**src/rtl/jt12_pcm_pkg.sv**
```systemverilog
// Shared definitions for the YM2612 DAC feeder: register addresses,
// sequencer states and the unsigned-byte to signed-sample conversion.
package jt12_pcm_pkg;

    localparam logic [7:0] REG_DAC    = 8'h2A;
    localparam logic [7:0] REG_DACEN  = 8'h2B;
    localparam logic [7:0] REG_DACLSB = 8'h2C;

    typedef enum logic [1:0] {
        IDLE,
        STROBE,
        GAP
    } pcm_state_e;

    // Flipping the MSB turns the offset-binary DAC byte into two's complement;
    // the extra LSB from register 0x2C extends it to 9 bits.
    function automatic logic [8:0] pcm_convert(input logic [7:0] data, input logic lsb);
        return {~data[7], data[6:0], lsb};
    endfunction

endpackage

```
**src/rtl/jt12_pcm_fifo.sv**
```systemverilog
// Small synchronous FIFO that buffers DAC samples between bursty CPU writes
// and the paced sequencer. A push into a full FIFO succeeds only when a pop
// frees a slot in the same cycle; flush empties it and overrides push/pop.
module jt12_pcm_fifo #(
    parameter int W  = 9,
    parameter int AW = 2
) (
    input  logic          clk,
    input  logic          rst_n,
    input  logic          push_i,
    input  logic          pop_i,
    input  logic          flush_i,
    input  logic [W-1:0]  din_i,
    output logic [W-1:0]  dout_o,
    output logic          full_o,
    output logic          empty_o,
    output logic [AW:0]   level_o
);

    localparam int DEPTH = 1 << AW;

    logic [W-1:0]  mem_q [0:DEPTH-1];
    logic [AW-1:0] wr_ptr_q;
    logic [AW-1:0] rd_ptr_q;
    logic [AW:0]   level_q;
    logic          do_push;
    logic          do_pop;

    assign full_o  = level_q[AW];
    assign empty_o = (level_q == '0);
    assign dout_o  = mem_q[rd_ptr_q];
    assign level_o = level_q;

    assign do_pop  = pop_i && !empty_o;
    assign do_push = push_i && (!full_o || pop_i);

    // Pointer and occupancy bookkeeping; pointers wrap naturally at 2^AW.
    always_ff @(posedge clk or negedge rst_n) begin
        if (!rst_n) begin
            wr_ptr_q <= '0;
            rd_ptr_q <= '0;
            level_q  <= '0;
        end else if (flush_i) begin
            wr_ptr_q <= '0;
            rd_ptr_q <= '0;
            level_q  <= '0;
        end else begin
            if (do_push) begin
                wr_ptr_q <= wr_ptr_q + 1'b1;
            end
            if (do_pop) begin
                rd_ptr_q <= rd_ptr_q + 1'b1;
            end
            if (do_push && !do_pop) begin
                level_q <= level_q + {{AW{1'b0}}, 1'b1};
            end else if (do_pop && !do_push) begin
                level_q <= level_q - {{AW{1'b0}}, 1'b1};
            end
        end
    end

    // Sample storage; contents are only meaningful between the pointers.
    always_ff @(posedge clk) begin
        if (do_push && !flush_i) begin
            mem_q[wr_ptr_q] <= din_i;
        end
    end

endmodule

```
**src/rtl/jt12_pcm_feeder.sv**
```systemverilog
// YM2612 DAC feeder: decodes CPU writes to 0x2A/0x2B/0x2C, converts the
// DAC byte to a signed 9-bit sample and replays buffered samples to the
// interpolator as pcm_wr/pcmout strobes of STRB_LEN cen ticks, each followed
// by a gap containing at least one cen55 tick.
// Build option JT12_PCM_FIFO_EN: when defined, samples are buffered in a
// 2^FIFO_AW deep FIFO; otherwise a single pending register (latest wins).
module jt12_pcm_feeder import jt12_pcm_pkg::*; #(
    parameter int DW       = 9,
    parameter int FIFO_AW  = 2,
    parameter int STRB_LEN = 4
) (
    input  logic               rst_n,
    input  logic               clk,
    input  logic               cen,
    input  logic               cen55,
    input  logic               write,
    input  logic [1:0]         addr,
    input  logic [7:0]         din,
    output logic               pcm_en,
    output logic               pcm_wr,
    output logic [DW-1:0]      pcmout,
    output logic               overrun,
    output logic [FIFO_AW:0]   level
);

    localparam logic [3:0] CNT_LAST = 4'(STRB_LEN - 1);

    logic [7:0]    addr_q, addr_d;
    logic          lsb_q, lsb_d;
    logic          pcm_en_q, pcm_en_d;
    logic          overrun_q, overrun_d;
    logic          pcm_wr_q;
    logic [DW-1:0] pcmout_q;
    logic [3:0]    cnt_q;
    pcm_state_e    state_q;

    logic          addr_wr;
    logic          data_wr;
    logic          dac_wr;
    logic          en_wr;
    logic          lsb_wr;
    logic          push;
    logic          pop;
    logic          flush;
    logic          lost;
    logic          empty;
    logic [DW-1:0] sample;
    logic [DW-1:0] head;

    assign addr_wr = write && !addr[1] && !addr[0];
    assign data_wr = write && !addr[1] &&  addr[0];
    assign dac_wr  = data_wr && (addr_q == REG_DAC);
    assign en_wr   = data_wr && (addr_q == REG_DACEN);
    assign lsb_wr  = data_wr && (addr_q == REG_DACLSB);

    assign sample  = pcm_convert(din, lsb_q);
    assign push    = dac_wr && pcm_en_q;
    assign flush   = en_wr && pcm_en_q && !din[7];
    assign pop     = (state_q == IDLE) && pcm_en_q && !empty && !flush;

`ifdef JT12_PCM_FIFO_EN
    logic full;

    jt12_pcm_fifo #(
        .W  (DW),
        .AW (FIFO_AW)
    ) u_fifo (
        .clk     (clk),
        .rst_n   (rst_n),
        .push_i  (push),
        .pop_i   (pop),
        .flush_i (flush),
        .din_i   (sample),
        .dout_o  (head),
        .full_o  (full),
        .empty_o (empty),
        .level_o (level)
    );

    assign lost = push && full && !pop;
`else
    logic          pend_valid_q;
    logic [DW-1:0] pend_data_q;

    // Single pending sample: a new write replaces an unconsumed one.
    always_ff @(posedge clk or negedge rst_n) begin
        if (!rst_n) begin
            pend_valid_q <= 1'b0;
            pend_data_q  <= '0;
        end else if (flush) begin
            pend_valid_q <= 1'b0;
        end else if (push) begin
            pend_valid_q <= 1'b1;
            pend_data_q  <= sample;
        end else if (pop) begin
            pend_valid_q <= 1'b0;
        end
    end

    assign head  = pend_data_q;
    assign empty = !pend_valid_q;
    assign level = {{FIFO_AW{1'b0}}, pend_valid_q};
    assign lost  = push && pend_valid_q && !pop;
`endif

    // Next-state for the CPU-visible registers; a 0x2B write also clears overrun.
    always_comb begin
        addr_d    = addr_q;
        lsb_d     = lsb_q;
        pcm_en_d  = pcm_en_q;
        overrun_d = overrun_q;
        if (addr_wr) begin
            addr_d = din;
        end
        if (lsb_wr) begin
            lsb_d = din[3];
        end
        if (en_wr) begin
            pcm_en_d  = din[7];
            overrun_d = 1'b0;
        end else if (lost) begin
            overrun_d = 1'b1;
        end
    end

    // CPU-visible register state.
    always_ff @(posedge clk or negedge rst_n) begin
        if (!rst_n) begin
            addr_q    <= '0;
            lsb_q     <= 1'b0;
            pcm_en_q  <= 1'b0;
            overrun_q <= 1'b0;
        end else begin
            addr_q    <= addr_d;
            lsb_q     <= lsb_d;
            pcm_en_q  <= pcm_en_d;
            overrun_q <= overrun_d;
        end
    end

    // Sequencer: load a sample, hold pcm_wr for STRB_LEN cen ticks, then wait
    // for a fresh cen55 before the next sample. Disabling aborts immediately.
    always_ff @(posedge clk or negedge rst_n) begin
        if (!rst_n) begin
            state_q  <= IDLE;
            pcm_wr_q <= 1'b0;
            pcmout_q <= '0;
            cnt_q    <= '0;
        end else if (flush) begin
            state_q  <= IDLE;
            pcm_wr_q <= 1'b0;
            cnt_q    <= '0;
        end else begin
            case (state_q)
                IDLE: begin
                    if (pop) begin
                        pcmout_q <= head;
                        pcm_wr_q <= 1'b1;
                        cnt_q    <= '0;
                        state_q  <= STROBE;
                    end
                end
                STROBE: begin
                    if (cen) begin
                        if (cnt_q == CNT_LAST) begin
                            pcm_wr_q <= 1'b0;
                            state_q  <= GAP;
                        end else begin
                            cnt_q <= cnt_q + 4'd1;
                        end
                    end
                end
                GAP: begin
                    if (cen55) begin
                        state_q <= IDLE;
                    end
                end
                default: begin
                    state_q  <= IDLE;
                    pcm_wr_q <= 1'b0;
                end
            endcase
        end
    end

    assign pcm_en  = pcm_en_q;
    assign pcm_wr  = pcm_wr_q;
    assign pcmout  = pcmout_q;
    assign overrun = overrun_q;

endmodule
```
**config.mk**
```make
export PLATFORM = sky130hd
export DESIGN_NAME = jt12_pcm_feeder
export DESIGN_NICKNAME = d
export VERILOG_FILES = /design/src/rtl/jt12_pcm_pkg.sv /design/src/rtl/jt12_pcm_fifo.sv /design/src/rtl/jt12_pcm_feeder.sv
export SDC_FILE = /design/constraint.sdc
export NUM_CORES = 1
export LEC_CHECK = 0
export CAP_MARGIN = 30
export CORE_ASPECT_RATIO = 1.25
export CORE_UTILIZATION = 50
export DETAILED_ROUTE_END_ITERATION = 8
export GPL_ROUTABILITY_DRIVEN = 0
export PLACE_DENSITY_LB_ADDON = 0.12
export SLEW_MARGIN = 10
export SYNTH_ARGS = -nofsm -noshare
export SYNTH_HDL_FRONTEND = slang
export SYNTH_HIERARCHICAL = 1
export SYNTH_SLANG_ARGS = --single-unit
```
**constraint.sdc**
```tcl
create_clock -name clk -period 2 [get_ports clk]
set_input_delay 0.5 -clock clk [delete_from_list [all_inputs] [get_ports clk]]
set_output_delay 0.5 -clock clk [all_outputs]
set_load 0.01 [all_outputs]
```
# ---- Word-level counts from Yosys, hierarchy flattened
# Cells that the tools add are included.
dict set report word_totals {
  ff_bits 37
  latch_bits 0
  ramBits 0
  mem_bits_ro 0
  inputBits 15
  output_inout_bits 15
  wordCells 74
  n_memories 0
}
dict set report op_classes {
  n_addsub 1
  n_mul 0
  div 0
  order_cmp 0
  n_eq_ne 12
  shift 0
  mux 21
  bitwise_logic 2
  n_reduce_logical 28
}
# cell n
set op_table {}
lappend op_table {{8-bit by 6-bit equality test with 1-bit output, second input constant} 3}
lappend op_table {{4-bit two-way mux} 4}
lappend op_table {{3-bit != test, second input constant} 5}
lappend op_table {{1-bit logical AND} 14}
lappend op_table {{4-bit AND reduction} 3}
lappend op_table {{2-bit two-way mux} 5}
lappend op_table {{1-bit two-way mux} 9}
lappend op_table {{4-bit case mux with 2 select lines} 1}
lappend op_table {{2-bit case mux with 3 select lines} 1}
lappend op_table {{3-bit nonzero test} 2}
lappend op_table {{1-bit logical NOT} 5}
lappend op_table {{4-bit by 1-bit adder with 4-bit output, second input constant} 1}
lappend op_table {{4-bit by 2-bit equality test with 1-bit output, second input constant} 1}
lappend op_table {{1-bit case mux with 3 select lines} 1}
lappend op_table {{3-bit AND reduction} 1}
lappend op_table {{2-bit by 1-bit equality test with 1-bit output, second input constant} 1}
lappend op_table {{2-bit equality test, second input constant} 1}
lappend op_table {{2-bit logical NOT} 1}
lappend op_table {{2-bit != test, second input constant} 1}
lappend op_table {{1-bit inverter} 2}
lappend op_table {{2-bit AND reduction} 1}
lappend op_table {{2-bit nonzero test} 1}

# ---- Depth between registers and ports, before layout
dict set report logic_depth {
  word_depth 12
  ltp_mapped 6
  ltp_nobuf 5
}

# ---- Worst setup path before layout
# No wires, ideal clock.
dict set report synth_timing {
  path_kind {input port to flip-flop}
  startpoint {in addr[1]}
  endpoint {reg pcmout_q[0], in the netlist pcmout[0]}
  setup_ps 125
  arrival_time_ps 1652
  t_required_ps 1875
  setup_slack_ps 223
  stages 6
  path_buffers 2
  cell_sequence {and4bb_1 and4_4 buf_6 nand2b_4 buf_6 mux2_4}
}
dict set report synth_via {
  elab_chain_cells 9
  elab_cells_between_ends 10
  classes_between {1 x bitwise; 9 x reduce/logical}
}
# item line
set synth_lines {}
lappend synth_lines {{start, declared} jt12_pcm_feeder.sv:17} ;# input logic [1:0] addr,
lappend synth_lines {{1-bit logical NOT (*)} jt12_pcm_feeder.sv:51} ;# assign data_wr = write && !addr[1] && addr[0];
lappend synth_lines {{1-bit logical AND (*) (2 in a row)} jt12_pcm_feeder.sv:51}
lappend synth_lines {{1-bit logical AND (*)} jt12_pcm_feeder.sv:53} ;# assign en_wr = data_wr && (addr_q == REG_DACEN);
lappend synth_lines {{1-bit logical AND (*) (2 in a row)} jt12_pcm_feeder.sv:58} ;# assign flush = en_wr && pcm_en_q && !din[7];
lappend synth_lines {{1-bit logical NOT} jt12_pcm_feeder.sv:59} ;# assign pop = (state_q == IDLE) && pcm_en_q && !empty && !flush;
lappend synth_lines {{1-bit logical AND} jt12_pcm_feeder.sv:59}
lappend synth_lines {{3-bit AND reduction (no source line) (*)} -}
lappend synth_lines {{end signal, assigned} jt12_pcm_feeder.sv:147} ;# pcmout_q <= '0;
lappend synth_lines {{end signal, assigned} jt12_pcm_feeder.sv:157} ;# pcmout_q <= head;
lappend synth_lines {{end, declared} jt12_pcm_feeder.sv:33} ;# logic [DW-1:0] pcmout_q;
# Every way passes the cells marked *; elsewhere a longest branch is shown, timed or not.
# A chain may end at the register's enable or synchronous reset.

# ---- Worst setup path in the final report
dict set report layout_timing {
  startpoint {reg pcm_en_q, in the netlist pcm_en}
  endpoint {out pcm_en}
}
# item line
set layout_lines {}
lappend layout_lines {{start, declared} jt12_pcm_feeder.sv:30} ;# logic pcm_en_q, pcm_en_d;
lappend layout_lines {{start signal, assigned} jt12_pcm_feeder.sv:136} ;# pcm_en_q <= pcm_en_d;
lappend layout_lines {{end, declared} jt12_pcm_feeder.sv:19} ;# output logic pcm_en,
# No word-level cell between the ends.

==> results.ini <==
[status]
status = finished, final reports clean

[setup_path]
critPathTopFamily = buffers and inverters
critPathArrivalTime_ps = 1360
worst-path-buf-inv = 1
cp_slowest_stage_delay_ps = 590
cp_max_fo = 8
crit_path_end_kind = output port
crit_type = flip-flop to output port
worstSetupStartpointType = flip-flop
rr_worst_depth = 4
crit_required_ps = 1500
worstSetupPathDepth = 1
crit_slowest_cell = clkdlybuf4s50_1
path_cells = clkdlybuf4s50_1

[detailed_routing]
wl_microns = 3240
drt_first_pass_iters = 4
drt_iter0_markers = 27
vias_per_cell = 5.57
ant_nets = 0
wire_per_inst_microns = 15.9
num_vias = 1137
drc = 0

[final_layout]
multi_input_area_sq_um = 731
fin_cells = 204
stdcell_area_sq_um = 2140
antennaDiodeCount = 0
area_delta_synth_final_pct = 25.5
drive_gt1_frac = 0.305
ff_latch_area_sq_um = 926
fillers = 243
fin_nets = 183

[floorplanning]
dieArea_sq_um = 3650
die_w_microns = 54.3
die_h_microns = 67.3
row_count = 23
start_util = 0.530
core_sq_um = 3220
pin_count = 30

[hold_path]
whs_path_depth = 2
min_path_type = flip-flop to flip-flop

[grt]
grt_first_pass_wirelength_microns = 5310
grt.overflow.total = 0
grt_max_degree = 38
grt_pass1_vias = 1119
grt.total_usage = 0.213
antenna_found_initial = 0

[synthesis]
yosys-top-cells-area = dfrtp_1, mux2_2, mux2_4
synth_async_sr_flop_share = 1.00
yosysTopAreaCell = dfrtp_1
ys.flop_type = dfrtp_1
netlist_area_sq_um = 1710
ys_types = 34
synth_common_cells = dfrtp_1, mux2_2, mux2_4
synth_edf_count = 0
syn_avg_cell_area_sq_um = 13.3
synth.most_common_cell = dfrtp_1
synth_cells = 128
yosysSeqAreaShare = 0.543
yosysWarnings = 6
synth_top_area_share = 0.543
synth-seq-cells = 37

[cts]
cts.reportedPaths.clkPinSlew_ps = 70
clockRootBuffer = clkbuf_8
clk_latency_ps = 290
cts_resized = 0
cts.sinks = 37
clk_path_buf_depth = 2
postCtsSetupBuffers = 0
cts_max_level = 2
cts_tree = done
cts_buffers = 5
holdBufCountCts = 0

[timing]
finalSetupViolCount = 0
timing.hold.ws_ps = 492
finalMaxSlewViolations = 0
min_period_over_period = 0.931
clock.fmax_ghz = 0.537
rsz0062_at_grt = no
finalHoldViolCount = 0
setup_tns_ps = 0
min_period_ps = 1860
skew_ps = 6.11

[pwr]
leakage_nw = 1.01
total_power_mw = 1.72
ir_worst_vdd_v = 0.000625
p_per_area_nw_per_um2 = 802

[placed_design]
portBuffers = 27
place_inst = 197
dp_hpwl_microns = 2320
place_area_sq_um = 2060

[run]
max_cap_violations = 0

## state kept, by name, indices dropped and copies added (netlist names)
signal        cells
addr_q            8
cnt_q             4
head              9
lsb_q             1
overrun           1
pcm_en            1
pcm_wr            1
pcmout            9
pend_valid_q      1
state_q           2
## cell type report
class                           instances  share of cell area
Timing Repair Buffer                   38               0.165
Clock buffer                            7              0.0403
Multi-Input combinational cell         85               0.341
Sequential cell                        37               0.432
Tap cell                               37              0.0216
## cells by family (layout without fill, tap and decap cells)
logic type | count (synthesis) | in the layout | share of synthesized area
compound gates | 22 | 22 | 0.0799
fa+ha+maj | 1 | 1 | 0.00733
buf+inv | 7 | 45 | 0.0315
flops | 37 | 37 | 0.543
mux | 28 | 28 | 0.205
other cells | 1 | 2 | 0.00220
simple gates | 32 | 32 | 0.132
## worst paths after layout
check	start	endpoint	slack, ps
worst max-delay path	pcm_en	pcm_en	140
worst min-delay path	head[8]	head[8]	490
worst max register to register	pcm_en	pcmout[1]	370
worst min register to register	head[8]	head[8]	490
max in group asynchronous	rst_n	pcmout[2]	1050
min in group asynchronous	rst_n	cnt_q[3]	620
## report_power, final
group          total [mW]  switching, mW  internal [mW]  leakage (nW)
Combinational       0.302          0.129          0.172         0.471
Sequential          0.900         0.0738          0.826         0.491
Clock               0.516          0.243          0.273        0.0443
Total                1.72          0.446           1.27          1.01
## metal layers
| metal | share of wire | wire [microns] | global-route usage | vias up |
|---|---|---|---|---|
| li1 | - | - | - | 544 |
| met1 | 0.43 | 1400 | 0.249 | 569 |
| met2 | 0.52 | 1680 | 0.346 | 19 |
| met3 | 0.030 | 98 | 0.0541 | 5 |
| met4 | 0.022 | 71 | 0.125 | 0 |
| met5 | 0 | 0 | 0 | - |
## placed cells by master (no fill, tap or decap), drive strengths merged, types with 2 or more instances in the layout
cell	n
a21oi	8
nand3	3
o22ai	2
clkdlybuf4s50	27
nor2	6
a22oi	3
and4bb	3
clkbuf	7
mux2	28
nand2	5
dfrtp	37
nor2b	2
buf	11
nand2b	4
conb	2
o21ai	3
a31oi	3
## metrics by stage
step / util / worst slack, ps
4_1_cts: 0.665 / 129
2_1_floorplan: - / 223
3_3_place_gp: 0.638 / -116
3_5_place_dp: 0.638 / -147
6_report: 0.665 / 138
5_1_grt: 0.665 / 72.6
(Power assumes the default switching activity.)
